File: src/rtl/countdown_pkg.sv
// countdown_pkg
// Shared types and constants for the countdown controller.
//   state_e    : controller states (IDLE, RUN, DONE)
//   SEG_BLANK  : all segments off (active-low)
//   SEG_DIGITS : active-low 7-segment patterns for 0..9, bit order gfedcba
package countdown_pkg;

    typedef enum logic [1:0] {
        IDLE = 2'd0,
        RUN  = 2'd1,
        DONE = 2'd2
    } state_e;

    localparam logic [6:0] SEG_BLANK = 7'b1111111;

    localparam logic [6:0] SEG_DIGITS [10] = '{
        7'b1000000,  // 0
        7'b1111001,  // 1
        7'b0100100,  // 2
        7'b0110000,  // 3
        7'b0011001,  // 4
        7'b0010010,  // 5
        7'b0000010,  // 6
        7'b1111000,  // 7
        7'b0000000,  // 8
        7'b0010000   // 9
    };

endpackage

File: src/rtl/countdown_if.sv
// countdown_if
// Board-side signal bundle of the countdown controller.
//   start     : synchronous level; while high the preset is (re)loaded
//   dec       : raw active-low push-button, asynchronous and bouncy
//   num       : preset value, sampled only on load
//   count     : current counter value
//   done      : high while the controller sits at terminal count
//   segA/segB : tens/units digits, active-low, gfedcba
//   dbg_state : current controller state, for observation only
//   auto_mode : (COUNTDOWN_AUTO_DEC_EN only) enables timed auto-decrement
// There is no valid/ready handshake: start is a plain level sampled every
// clock, and dec is an asynchronous level conditioned inside the block.
// Modports: master = board/bench side, slave = controller side.
interface countdown_if
    import countdown_pkg::*;
#(
    parameter int N = 4
) ();

    logic         start;
    logic         dec;
    logic [N-1:0] num;
    logic [N-1:0] count;
    logic         done;
    logic [6:0]   segA;
    logic [6:0]   segB;
    state_e       dbg_state;
`ifdef COUNTDOWN_AUTO_DEC_EN
    logic         auto_mode;
`endif

    modport master (
        output start, dec, num,
`ifdef COUNTDOWN_AUTO_DEC_EN
        output auto_mode,
`endif
        input  count, done, segA, segB, dbg_state
    );

    modport slave (
        input  start, dec, num,
`ifdef COUNTDOWN_AUTO_DEC_EN
        input  auto_mode,
`endif
        output count, done, segA, segB, dbg_state
    );

endinterface

File: src/rtl/countdown_ctrl_seg7_decoder.sv
// seg7_decoder
// Converts one BCD digit to an active-low 7-segment pattern (gfedcba).
//   digit : 4-bit digit in; values above 9 blank the display
//   seg   : 7-bit active-low segment drive
module seg7_decoder
    import countdown_pkg::*;
(
    input  logic [3:0] digit,
    output logic [6:0] seg
);

    always_comb begin
        seg = SEG_BLANK;
        if (digit <= 4'd9) begin
            seg = SEG_DIGITS[digit];
        end
    end

endmodule

File: src/rtl/countdown_ctrl.sv
// countdown_ctrl
// Loadable down-counter driven by a debounced push-button, with terminal
// count detection and a two-digit 7-segment display.
//   clk : system clock
//   rst : asynchronous active-low reset
//   bus : countdown_if.slave (start, dec, num in; count, done, segA, segB,
//         dbg_state out)
// Parameters: N (counter width, 1..6), DB_CYCLES (debounce length, >= 2).
// Optional build macro COUNTDOWN_AUTO_DEC_EN adds parameter TICK_CYCLES and
// input bus.auto_mode: a prescaler tick that decrements like a button press.
module countdown_ctrl
    import countdown_pkg::*;
#(
    parameter int N         = 4,
    parameter int DB_CYCLES = 50000
`ifdef COUNTDOWN_AUTO_DEC_EN
    ,
    parameter int TICK_CYCLES = 50_000_000
`endif
) (
    input logic      clk,
    input logic      rst,
    countdown_if.slave bus
);

    localparam int DB_W = $clog2(DB_CYCLES);

    // Input conditioning registers
    logic            sync1_q, sync1_d;
    logic            sync2_q, sync2_d;
    logic [DB_W-1:0] db_cnt_q, db_cnt_d;
    logic            db_level_q, db_level_d;
    logic            dec_pulse_q, dec_pulse_d;

    // Controller registers
    state_e          state_q, state_d;
    logic [N-1:0]    count_q, count_d;

    logic            dec_event;

`ifdef COUNTDOWN_AUTO_DEC_EN
    localparam int TK_W = $clog2(TICK_CYCLES);
    logic [TK_W-1:0] tick_cnt_q, tick_cnt_d;
    logic            tick;

    assign tick = (state_q == RUN) && bus.auto_mode &&
                  (tick_cnt_q == TK_W'(TICK_CYCLES - 1));

    // Tick and button in the same cycle still give a single decrement.
    assign dec_event = dec_pulse_q | tick;
`else
    assign dec_event = dec_pulse_q;
`endif

    // Synchroniser and debouncer. The debounced level only moves after the
    // synchronised input has differed from it for DB_CYCLES samples in a
    // row; falling back to the old level restarts the count. The pulse
    // fires only on an accepted press (new level 0), never on release.
    always_comb begin
        sync1_d     = bus.dec;
        sync2_d     = sync1_q;
        db_cnt_d    = db_cnt_q;
        db_level_d  = db_level_q;
        dec_pulse_d = 1'b0;
        if (sync2_q == db_level_q) begin
            db_cnt_d = '0;
        end else if (db_cnt_q == DB_W'(DB_CYCLES - 1)) begin
            db_cnt_d    = '0;
            db_level_d  = sync2_q;
            dec_pulse_d = ~sync2_q;
        end else begin
            db_cnt_d = db_cnt_q + 1'b1;
        end
    end

    // Next-state and counter logic. start wins over a decrement; DONE holds
    // the count at zero so the counter never wraps.
    always_comb begin
        state_d = state_q;
        count_d = count_q;
        case (state_q)
            IDLE: begin
                if (bus.start) begin
                    count_d = bus.num;
                    state_d = RUN;
                end
            end
            RUN: begin
                if (bus.start) begin
                    count_d = bus.num;
                end else if (count_q == '0) begin
                    // Covers a zero preset: one cycle in RUN, then DONE.
                    state_d = DONE;
                end else if (dec_event) begin
                    count_d = count_q - 1'b1;
                    if (count_q == N'(1)) begin
                        state_d = DONE;
                    end
                end
            end
            DONE: begin
                count_d = '0;
                if (bus.start) begin
                    count_d = bus.num;
                    state_d = RUN;
                end
            end
            default: begin
                state_d = IDLE;
                count_d = '0;
            end
        endcase
    end

`ifdef COUNTDOWN_AUTO_DEC_EN
    // Prescaler restarts on every load and on entry to DONE so each run
    // starts with a full TICK_CYCLES interval.
    always_comb begin
        tick_cnt_d = tick_cnt_q;
        if (bus.start || (state_d == DONE && state_q != DONE)) begin
            tick_cnt_d = '0;
        end else if (state_q == RUN && bus.auto_mode) begin
            tick_cnt_d = tick ? '0 : tick_cnt_q + 1'b1;
        end
    end

    always_ff @(posedge clk or negedge rst) begin
        if (!rst) begin
            tick_cnt_q <= '0;
        end else begin
            tick_cnt_q <= tick_cnt_d;
        end
    end
`endif

    // Synchroniser and debounced level reset to the released (high) level
    // so a press in flight at reset is discarded.
    always_ff @(posedge clk or negedge rst) begin
        if (!rst) begin
            sync1_q     <= 1'b1;
            sync2_q     <= 1'b1;
            db_cnt_q    <= '0;
            db_level_q  <= 1'b1;
            dec_pulse_q <= 1'b0;
            state_q     <= IDLE;
            count_q     <= '0;
        end else begin
            sync1_q     <= sync1_d;
            sync2_q     <= sync2_d;
            db_cnt_q    <= db_cnt_d;
            db_level_q  <= db_level_d;
            dec_pulse_q <= dec_pulse_d;
            state_q     <= state_d;
            count_q     <= count_d;
        end
    end

    // Display: count is at most 63, so 7 bits hold it and both quotient
    // and remainder fit a 4-bit digit.
    logic [6:0] count_ext;
    logic [3:0] tens;
    logic [3:0] units;
    logic [6:0] seg_tens;
    logic [6:0] seg_units;

    assign count_ext = 7'(count_q);
    assign tens      = 4'(count_ext / 7'd10);
    assign units     = 4'(count_ext % 7'd10);

    seg7_decoder u_seg_tens (
        .digit (tens),
        .seg   (seg_tens)
    );

    seg7_decoder u_seg_units (
        .digit (units),
        .seg   (seg_units)
    );

    assign bus.count     = count_q;
    assign bus.done      = (state_q == DONE);
    assign bus.segA      = seg_tens;
    assign bus.segB      = seg_units;
    assign bus.dbg_state = state_q;

endmodule

File: src/flat_wrapper.sv
// flat-port wrapper written by rule: the top's interface ports become plain ports
module countdown_ctrl_flat import countdown_pkg::*;
#(
    parameter int N         = 4,
    parameter int DB_CYCLES = 50000

)
  (clk, rst, bus_start, bus_dec, bus_num, bus_count, bus_done, bus_segA, bus_segB, bus_dbg_state);
  countdown_if #(.N(N)) bus_i ();
  input logic clk;
  input logic rst;
  input wire logic [$bits(bus_i.start)-1:0] bus_start;
  input wire logic [$bits(bus_i.dec)-1:0] bus_dec;
  input wire logic [$bits(bus_i.num)-1:0] bus_num;
  output wire logic [$bits(bus_i.count)-1:0] bus_count;
  output wire logic [$bits(bus_i.done)-1:0] bus_done;
  output wire logic [$bits(bus_i.segA)-1:0] bus_segA;
  output wire logic [$bits(bus_i.segB)-1:0] bus_segB;
  output wire logic [$bits(bus_i.dbg_state)-1:0] bus_dbg_state;
  assign bus_i.start = bus_start;
  assign bus_i.dec = bus_dec;
  assign bus_i.num = bus_num;
  assign bus_count = bus_i.count;
  assign bus_done = bus_i.done;
  assign bus_segA = bus_i.segA;
  assign bus_segB = bus_i.segB;
  assign bus_dbg_state = bus_i.dbg_state;
  countdown_ctrl #(.N(N), .DB_CYCLES(DB_CYCLES)) u_core (.clk(clk), .rst(rst), .bus(bus_i));
endmodule
File: config.mk
export PLATFORM = sky130hd
export DESIGN_NAME = countdown_ctrl_flat
export DESIGN_NICKNAME = d
export VERILOG_FILES = /design/src/rtl/countdown_pkg.sv /design/src/rtl/countdown_if.sv /design/src/rtl/countdown_ctrl_seg7_decoder.sv /design/src/rtl/countdown_ctrl.sv /design/src/flat_wrapper.sv
export SDC_FILE = /design/constraint.sdc
export NUM_CORES = 1
export LEC_CHECK = 0
export CORE_MARGIN = 5
export CORE_UTILIZATION = 52
export DETAILED_ROUTE_END_ITERATION = 7
export GPL_TIMING_DRIVEN = 0
export PLACE_DENSITY_LB_ADDON = 0.12
export SLEW_MARGIN = 20
export SYNTH_ARGS = -nofsm -noshare
export SYNTH_HDL_FRONTEND = slang
export SYNTH_HIERARCHICAL = 1
export SYNTH_SLANG_ARGS = --single-unit
export TNS_END_PERCENT = 10
File: constraint.sdc
create_clock -name clk -period 3.5 [get_ports clk]
set_input_delay 0.7 -clock clk [delete_from_list [all_inputs] [get_ports clk]]
set_output_delay 0.7 -clock clk [all_outputs]
set_load 0.05 [all_outputs]
**Word level (Yosys, flattened, before mapping)**

Memory sizes are Yosys's and may differ from the RTL's.
Cells that the tools add are included.

- Memories kept: 2
- Output and inout port bits: 21
- Input bits: 8
- Memory bits (read-only): 224
- Bits in registers: 26
- Logic and storage cells: 61

- $add $sub $neg: 2
- Mux-type cells: 22
- Order comparisons: 4
- Reduce and logical (&&, ||, !) cells: 6
- Equal/unequal tests: 12
- Divide/modulo/power cells: 2
- Bitwise operators: 4

Memory list:

| name | words | bits a word | rd ports | clocked after memory_dff | write ports | line | source |
|---|---|---|---|---|---|---|---|
| (name not given) | 16 | 7 | 1 | 0 | 0 | countdown_ctrl_seg7_decoder.sv:15 | `seg = SEG_DIGITS[digit];` |
| (name not given) | 16 | 7 | 1 | 0 | 0 | countdown_ctrl_seg7_decoder.sv:15 |  |

Operator list:

| operator | number |
|---|---|
| $mux 7 | 6 |
| $mux 16 | 2 |
| $mux 4 | 5 |
| $add 16x1->16 const B | 1 |
| $eq 16x16->1 const B | 1 |
| $pmux 4 s3 | 1 |
| $ge 5x5->1 const B | 2 |
| $mux 2 | 5 |
| $not 4->5 | 2 |
| $le 4x4->1 const B | 2 |
| $div 4x4->7 const B | 1 |
| $mod 4x4->7 const B | 1 |
| $ne 3x1->1 const B | 2 |
| $eq 4x1->1 const B | 1 |
| $logic_not 4->1 | 1 |
| $ne 2x2->1 const B | 2 |
| $pmux 2 s2 | 1 |
| $reduce_and 4->1 | 1 |
| $sub 4x1->4 const B | 1 |
| $ne 3x2->1 const B | 1 |
| $ne 3x3->1 const B | 1 |
| $reduce_and 3->1 | 1 |
| $eq 2x1->1 const B | 1 |
| $eq 2x2->1 const B | 1 |
| other kinds (7) | 9 |

**Longest topological paths before layout**

Gate-level depths: netlist of the first run.

- Depth in word-level cells: 6
- Gate-level depth with buffers: 11

**Modules after synthesis**

The synthesis of the first run kept the hierarchy.

Modules (own cells, without submodules):

| module | area an instance (µm²) | instances | cells each | seq. area each (µm²) |
|---|---|---|---|---|
| countdown_ctrl | 1450.1 | 1 | 145 | 654.4 |
| seg7_decoder | 206.4 | 2 | 30 | 0.0 |

**Least setup slack after synthesis of the first run**

OpenSTA, ideal clock, no wires.

- Path type: register -> output
- From: register u_core.count_q[1], in the netlist u_core/bus.count[1]
- To: output port bus_segB[4]
- Stages on the path, launching flop included: 12
- Buffers on the path: 0
- Required time: 2800 ps
- Slack: -253 ps
- Arrival: 3053 ps
- Cell sequence: dfrtp_1 > inv_1 > ha_1 > inv_1 > ha_1 > a31oi_1 > xnor2_1 > inv_1 > ha_1 > nor2_1 > nor2_1 > a2bb2oi_1

- Word-level cells in the longest chain between the ends: 6
- Elaborated cells on any way between the ends: 7
- Those cells by class: 1 x div; 1 x order compare; 3 x mux; 1 x bitwise; 1 x memory

RTL lines:

| item | line | source |
|---|---|---|
| from (decl) | countdown_ctrl.sv:37 | `logic [N-1:0] count_q, count_d;` |
| from (signal assigned) | countdown_ctrl.sv:154 | `count_q <= count_d;` |
| $mod 4x4->7 * | countdown_ctrl.sv:168 | `assign units = 4'(count_ext % 7'd10);` |
| via u_core.units[1] | countdown_ctrl.sv:162 | `logic [3:0] units;` |
| $not 4->5 (implied by the code) | countdown_ctrl_seg7_decoder.sv:15 |  |
| $mem_v2 16x7 | -- |  |
| $mux 7 (implied by the code) (2 in a row) | countdown_ctrl_seg7_decoder.sv:15 |  |
| $mux 7 * | countdown_ctrl_seg7_decoder.sv:14 | `if (digit <= 4'd9) begin` |
| to (decl) | flat_wrapper.sv:18 | `output wire logic [$bits(bus_i.segB)-1:0] bus_segB;` |

Mark *: on every way through the listed nets, which the timed path passes. The rest lies on a longest branch. The select of a mux whose other input is x is not followed.

**Worst setup path after layout of the first run**

- From: register u_core.count_q[2], in the netlist u_core/bus.count[2]
- To: output port bus_segA[3]

- Word-level cells in the longest chain between the ends: 6
- Elaborated cells on any way between the ends: 7
- Those cells by class: 1 x div; 1 x order compare; 3 x mux; 1 x bitwise; 1 x memory

RTL lines:

| item | line | source |
|---|---|---|
| $div 4x4->7 * | countdown_ctrl.sv:167 | `assign tens = 4'(count_ext / 7'd10);` |
| via u_core.tens[0] | countdown_ctrl.sv:161 | `logic [3:0] tens;` |
| $not 4->5 (implied by the code) | countdown_ctrl_seg7_decoder.sv:15 |  |
| $mem_v2 16x7 | -- |  |
| $mux 7 (implied by the code) (2 in a row) | countdown_ctrl_seg7_decoder.sv:15 |  |
| $mux 7 * | countdown_ctrl_seg7_decoder.sv:14 |  |
| to (decl) | flat_wrapper.sv:17 | `output wire logic [$bits(bus_i.segA)-1:0] bus_segA;` |

Marked as above.

==> impl_metrics.toml, run 1 <==
[run_status]
status = "finished clean"

[routing]
route.detailed.drc = 0
viasPerCell = 5.55
dr.pass1.iters = 4
drt_iter0_markers = 77
wirelength_um = 3910
drtAntennaViolNets = 0
wl_per_cell_um = 13.4
num_vias = 1616

[setup_path]
critPathKind = "reg -> out"
critPathArrivalTime_ns = 2.63
cpPeakStageDelay_ns = 0.45
cp.depth = 10
slowest_stage = "dfrtp_2"
crit_buf_inv = 4
crit_path_end_kind = "primary output"
cp_top_family = "buffers and inverters"
path_cells = "inv_2 > ha_2 > inv_1 > ha_2 > a31oi_4 > inv_1 > ha_1 > a22oi_2 > o21ai_1 > dlygate4sd2_1"
cp_max_fo = 5
reg2regPathDepth = 5
worst-endpoint-required_ns = 2.80
cp-start-kind = "register"

[place]
dp_cells = 281
placed_area_um2 = 2200
dp_hpwl_um = 2950
io_buffer_count = 25
dp_slack_ns = -0.415
gp_congestion = 0.788

[sta]
fin_crit_sh_pct = 95.2
holdWs_ns = 0.351
relSlewSlack_pct = 25.2
fin_crit_ns = 3.33
setup-tns-final_ns = 0
tightestPinTransition_ns = 1.09
fmax_mhz = 300
fin_skew_ns = 0.00216
hold_viol_final = 0
layout_setup_ws_ns = 0.170
drv_slew = 0
setup_viol = 0

[final_layout]
multiInputGateArea_um2 = 1160
fillers = 278
fin_util_pct = 67.3
finalNonFillerCells = 291
num-nets-final = 272
stdcell_area_um2 = 2280
diodes = 0
regArea_um2 = 657
layout-drive-gt1-share_pct = 21.2
syn2layout_area_growth_pct = 22.4

[logic_synthesis]
synth_area_per_cell_um2 = 9.09
synth_top_area_share_pct = 30.9
netlist_area_um2 = 1860
synthArstFlopShare_pct = 100
synth_cell_types = 45
yosys-top-cells-count = "nor2_1 (27), dfrtp_1 (23), ha_1 (18)"
yosysMostFrequentCell = "nor2_1"
syn_inst = 205
seq_area_frac_synth_pct = 35.1
synth_edf_count = 0
yosysWarnings = 6
ys_ff_latch = 26
yosys.area.top_type = "dfrtp_1"
synthFlopType = "dfrtp_1"
synthTopCellsByArea = "dfrtp_1 (31%), ha_1 (12%), xnor2_1 (6.1%)"

[floorplanning]
initial_utilization_pct = 55.0
die_h_um = 69.9
std_cell_rows = 21
fp.dieW_um = 69.9
dieArea_um2 = 4880
core_area_um2 = 3390
ioPinCount = 29

[job]
maxCapViolCount = 0

[pwr]
pwr-share-seq_pct = 26.1
vdd_drop_max_mv = 0.322
netSwitchingFraction_pct = 49.3
pwr-share-comb_pct = 62.6
power_mw = 1.33
powerDensity_nw_per_um2 = 583
p_sw_mw = 0.656
cellLeakagePower_nw = 1.00
internal_power_mw = 0.674
p_clk_share_pct = 11.2

[grt]
grt_pass1_vias = 1496
grt_pass1_wl_um = 6470
antenna_found_initial = 0
grt_max_degree = 27
overflow = 0
track_usage_pct = 15.7

[cts]
ctsHoldBuffers = 0
cts_made_buffers = 3
root_buffer = "clkbuf_4"
cts_buffer_depth = 2
clk_pin_slew_worst_paths_ns = 0.14
cts_tree = "done"
clk_latency_ns = 0.31
htree_levels = 1
cts.sinks = 26

[hold_path]
hold_path_class = "in -> async"
-- state kept, by name, indices dropped and copies added (netlist names) --
| signal | flops |
|---|---|
| u_core/sync2_q | 1 |
| u_core/db_cnt_q | 16 |
| u_core/sync1_q | 1 |
| u_core/dec_event | 1 |
| u_core/db_level_q | 1 |
| u_core/bus.count | 4 |
| u_core/bus.dbg_state | 2 |
-- path summary, 6_finish.rpt --
path | startpoint | to | slack [ns]
max in group asynchronous | rst | u_core/bus.count[1] | 2.74
setup reg to reg | u_core/db_cnt_q[5] | u_core/db_cnt_q[7] | 1.79
hold / removal | rst | u_core/db_cnt_q[13] | 0.35
setup / recovery | u_core/bus.count[2] | bus_segA[3] | 0.17
min in group clk | u_core/sync1_q | u_core/sync2_q | 0.37
hold reg to reg | u_core/sync1_q | u_core/sync2_q | 0.37
-- logic make-up after synthesis --
logic type | count (synthesis) | synth area share (%)
AOI/OAI and AO/OA | 41 | 14.6
xor gates and xnor gates | 17 | 7.99
adders and majority gates | 18 | 12.1
buffers and inverters | 20 | 5.44
DFF | 26 | 35.1
muxes | 3 | 1.68
other | 1 | 0.201
and+or+nand+nor | 79 | 22.8
-- final cells by class --
cell class              instances  area share [%]
well taps                      46            2.52
inverters                      13            2.25
plain buffers                   7            2.30
flip-flops and latches         26            28.8
multi-input cells             164            51.1
clock buffers                   4            1.59
repair buffers                 31            11.5
-- timing repair --
| action | 4_1_cts | 5_1_grt |
|---|---|---|
| setup endpoints to repair | 11 | 11 |
| gates resized for setup | 56 | 9 |
| pin swaps | 0 | 1 |
| setup buffers | 0 | 6 |
| cloned | 0 | 0 |
-- metal layers --
layer / wire (um) / up-vias / track usage [%]
met5: 0 / - / 0
met2: 2010 / 50 / 29.0
met4: 70 / 0 / 4.47
met3: 181 / 14 / 2.01
li1: - / 790 / -
met1: 1640 / 762 / 18.9
-- power by group through the flow --
stage | combinational (mW) | sequential [mW] | clock [mW]
2_1_floorplan | 0.540 | 0.384 | 0
3_3_place_gp | 0.774 | 0.350 | 0
3_5_place_dp | 0.790 | 0.351 | 0
4_1_cts | 0.776 | 0.348 | 0.154
5_1_grt | 0.894 | 0.352 | 0.169
6_report | 0.833 | 0.348 | 0.149
-- cells in the final DEF (no fill, tap or decap), types with 3 or more instances in the layout --
| cell | instances |
|---|---|
| xnor2_1 | 12 |
| conb_1 | 6 |
| nor4_1 | 4 |
| clkdlybuf4s50_1 | 13 |
| xor2_1 | 4 |
| dfrtp_1 | 21 |
| buf_2 | 6 |
| clkbuf_4 | 3 |
| nand4_1 | 7 |
| nor2_2 | 4 |
| buf_4 | 13 |
| nand2_1 | 11 |
| a21oi_1 | 15 |
| nor2_1 | 26 |
| inv_1 | 10 |
| a22o_1 | 3 |
| o22a_1 | 3 |
| ha_1 | 15 |
| o21ai_0 | 5 |
| ha_2 | 3 |
| dfstp_2 | 3 |
| nand3_1 | 4 |
| nor3_1 | 7 |
| buf_6 | 3 |
(Power assumes the default switching activity.)
==> run 2: changes to the inputs <==
--- a/config.mk
+++ b/config.mk
@@ -10,6 +10,7 @@
 export DETAILED_ROUTE_END_ITERATION = 7
 export GPL_TIMING_DRIVEN = 0
 export PLACE_DENSITY_LB_ADDON = 0.12
+export REMOVE_ABC_BUFFERS = 1
 export SLEW_MARGIN = 20
 export SYNTH_ARGS = -nofsm -noshare
 export SYNTH_HDL_FRONTEND = slang
==> impl_metrics.toml, run 2 (synthesis results as in run 1) <==
[pwr]
cellLeakagePower_nw = 0.956
vdd_drop_max_mv = 0.349
powerDensity_nw_per_um2 = 587
power_mw = 1.30

[setup_path]
crit_buf_inv = 4
critPathArrivalTime_ns = 2.64
cp-start-kind = "register"
cp_top_family = "adder cells"
cpPeakStageDelay_ns = 0.46
slowest_stage = "dfrtp_2"
crit_path_end_kind = "primary output"
worst-endpoint-required_ns = 2.80
path_cells = "inv_2 > ha_2 > inv_1 > ha_2 > a31oi_4 > xnor2_2 > inv_2 > ha_1 > o21bai_1 > a22oi_2 > o21ai_1 > buf_6"
cp-startpoint = "u_core/bus.count[2]"
r2r_start = "u_core/db_cnt_q[0]"
critPathKind = "reg -> out"
cp_max_fo = 5

[final_layout]
num-nets-final = 262
final_cell_mix = "nor2_1 (24), dfrtp_1 (21), a21oi_1 (15), ha_1 (15), clkdlybuf4s50_1 (13)"
diodes = 0
finalNonFillerCells = 281
regMostFlops = "u_core/db_cnt_q"
fin_util_pct = 65.4
layout.cells.most_common = "nor2_1"
stdcell_area_um2 = 2220
syn2layout_area_growth_pct = 19.1
fillers = 291
layout-drive-gt1-share_pct = 19.1
largest_reg_flops = 16

[sta]
fin_crit_sh_pct = 95.6
rsz0062_at_grt = "no"
drv_slew = 0
setup_viol = 0
fin_skew_ns = 0.00457
fin_crit_ns = 3.34
tightestPinTransition_ns = 1.09
relSlewSlack_pct = 25.1
fmax_mhz = 299
holdWs_ns = 0.350
hold_viol_final = 0

[cts]
cts.sinks = 26
cts_tree = "done"
clk_latency_ns = 0.32
htree_levels = 1
cts_made_buffers = 3
cts_buffer_depth = 2
clk_pin_slew_worst_paths_ns = 0.13
ctsHoldBuffers = 0
root_buffer = "clkbuf_4"

[place]
dp_cells = 274
gp_congestion = 0.882
placed_area_um2 = 2140
dp_hpwl_um = 2840
io_buffer_count = 25

[grt]
antenna_found_initial = 0
overflow = 0
grt_max_degree = 27
grt_pass1_vias = 1456
track_usage_pct = 15.5
grt_pass1_wl_um = 6360

[floorplanning]
die_h_um = 69.9
fp.dieW_um = 69.9
std_cell_rows = 21
dieArea_um2 = 4880
ioPinCount = 29
initial_utilization_pct = 55.0
core_area_um2 = 3390

[job]
maxCapViolCount = 0

[routing]
drt_iter0_markers = 84
num_vias = 1544
route.detailed.drc = 0
drtAntennaViolNets = 0
viasPerCell = 5.49
wl_per_cell_um = 13.8
wirelength_um = 3890
dr.pass1.iters = 4

[hold_path]
hold_path_class = "in -> async"

[run_status]
status = "finished clean"
[run 2: final cells by class]
class	count	area, um2	share of cell area, %
multi-input cells	164	1180	53.0
flip-flops and latches	26	657	29.6
repair buffers	28	243	10.9
well taps	46	57.6	2.59
inverters	13	48.8	2.20
clock buffers	4	36.3	1.64
[run 2: per-layer routing]
metal | track usage [%] | part of all wire, %
met1 | 17.0 | 43
met5 | 0 | 0
met2 | 29.6 | 52
met4 | 5.96 | 1.4
met3 | 2.58 | 3.8
[run 2: worst reg2reg max path, delay by kind of cell, from the launching register on]
family        cells  cell delay [ns]
flops             1             0.45
fa+ha+maj         1             0.24
simple gates      4             0.82
[run 2: final timing paths]
path / endpoint / slack, ns / cells past startpoint
setup / recovery: bus_segB[3] / 0.16 / 12
hold / removal: u_core/db_cnt_q[11] / 0.35 / 1
setup reg to reg: u_core/db_cnt_q[10] / 1.88 / 5
hold reg to reg: u_core/sync2_q / 0.37 / 0
max in group asynchronous: u_core/bus.count[1] / 2.75 / 1
min in group clk: u_core/sync2_q / 0.37 / 0
[run 2: report_power, final]
part | internal [mW] | switching (mW)
Clock | 0.0637 | 0.0844
Combinational | 0.269 | 0.534
Sequential | 0.319 | 0.0334
[run 2: timing repair]
item / in CTS / in global routing
gates resized for setup: 49 / 20
setup endpoints to repair: 11 / 11
cloned: 0 / 0
buffers inserted: 0 / 3
pin swaps: 0 / 1
[run 2: per-stage QoR]
stage	setup TNS [ns]	setup slack (ns)
floorplan	-1.02	-0.286
global placement	-2.10	-0.328
detailed placement	-2.98	-0.437
CTS	-0.399	-0.104
global route	0	0.0119
finish	0	0.156
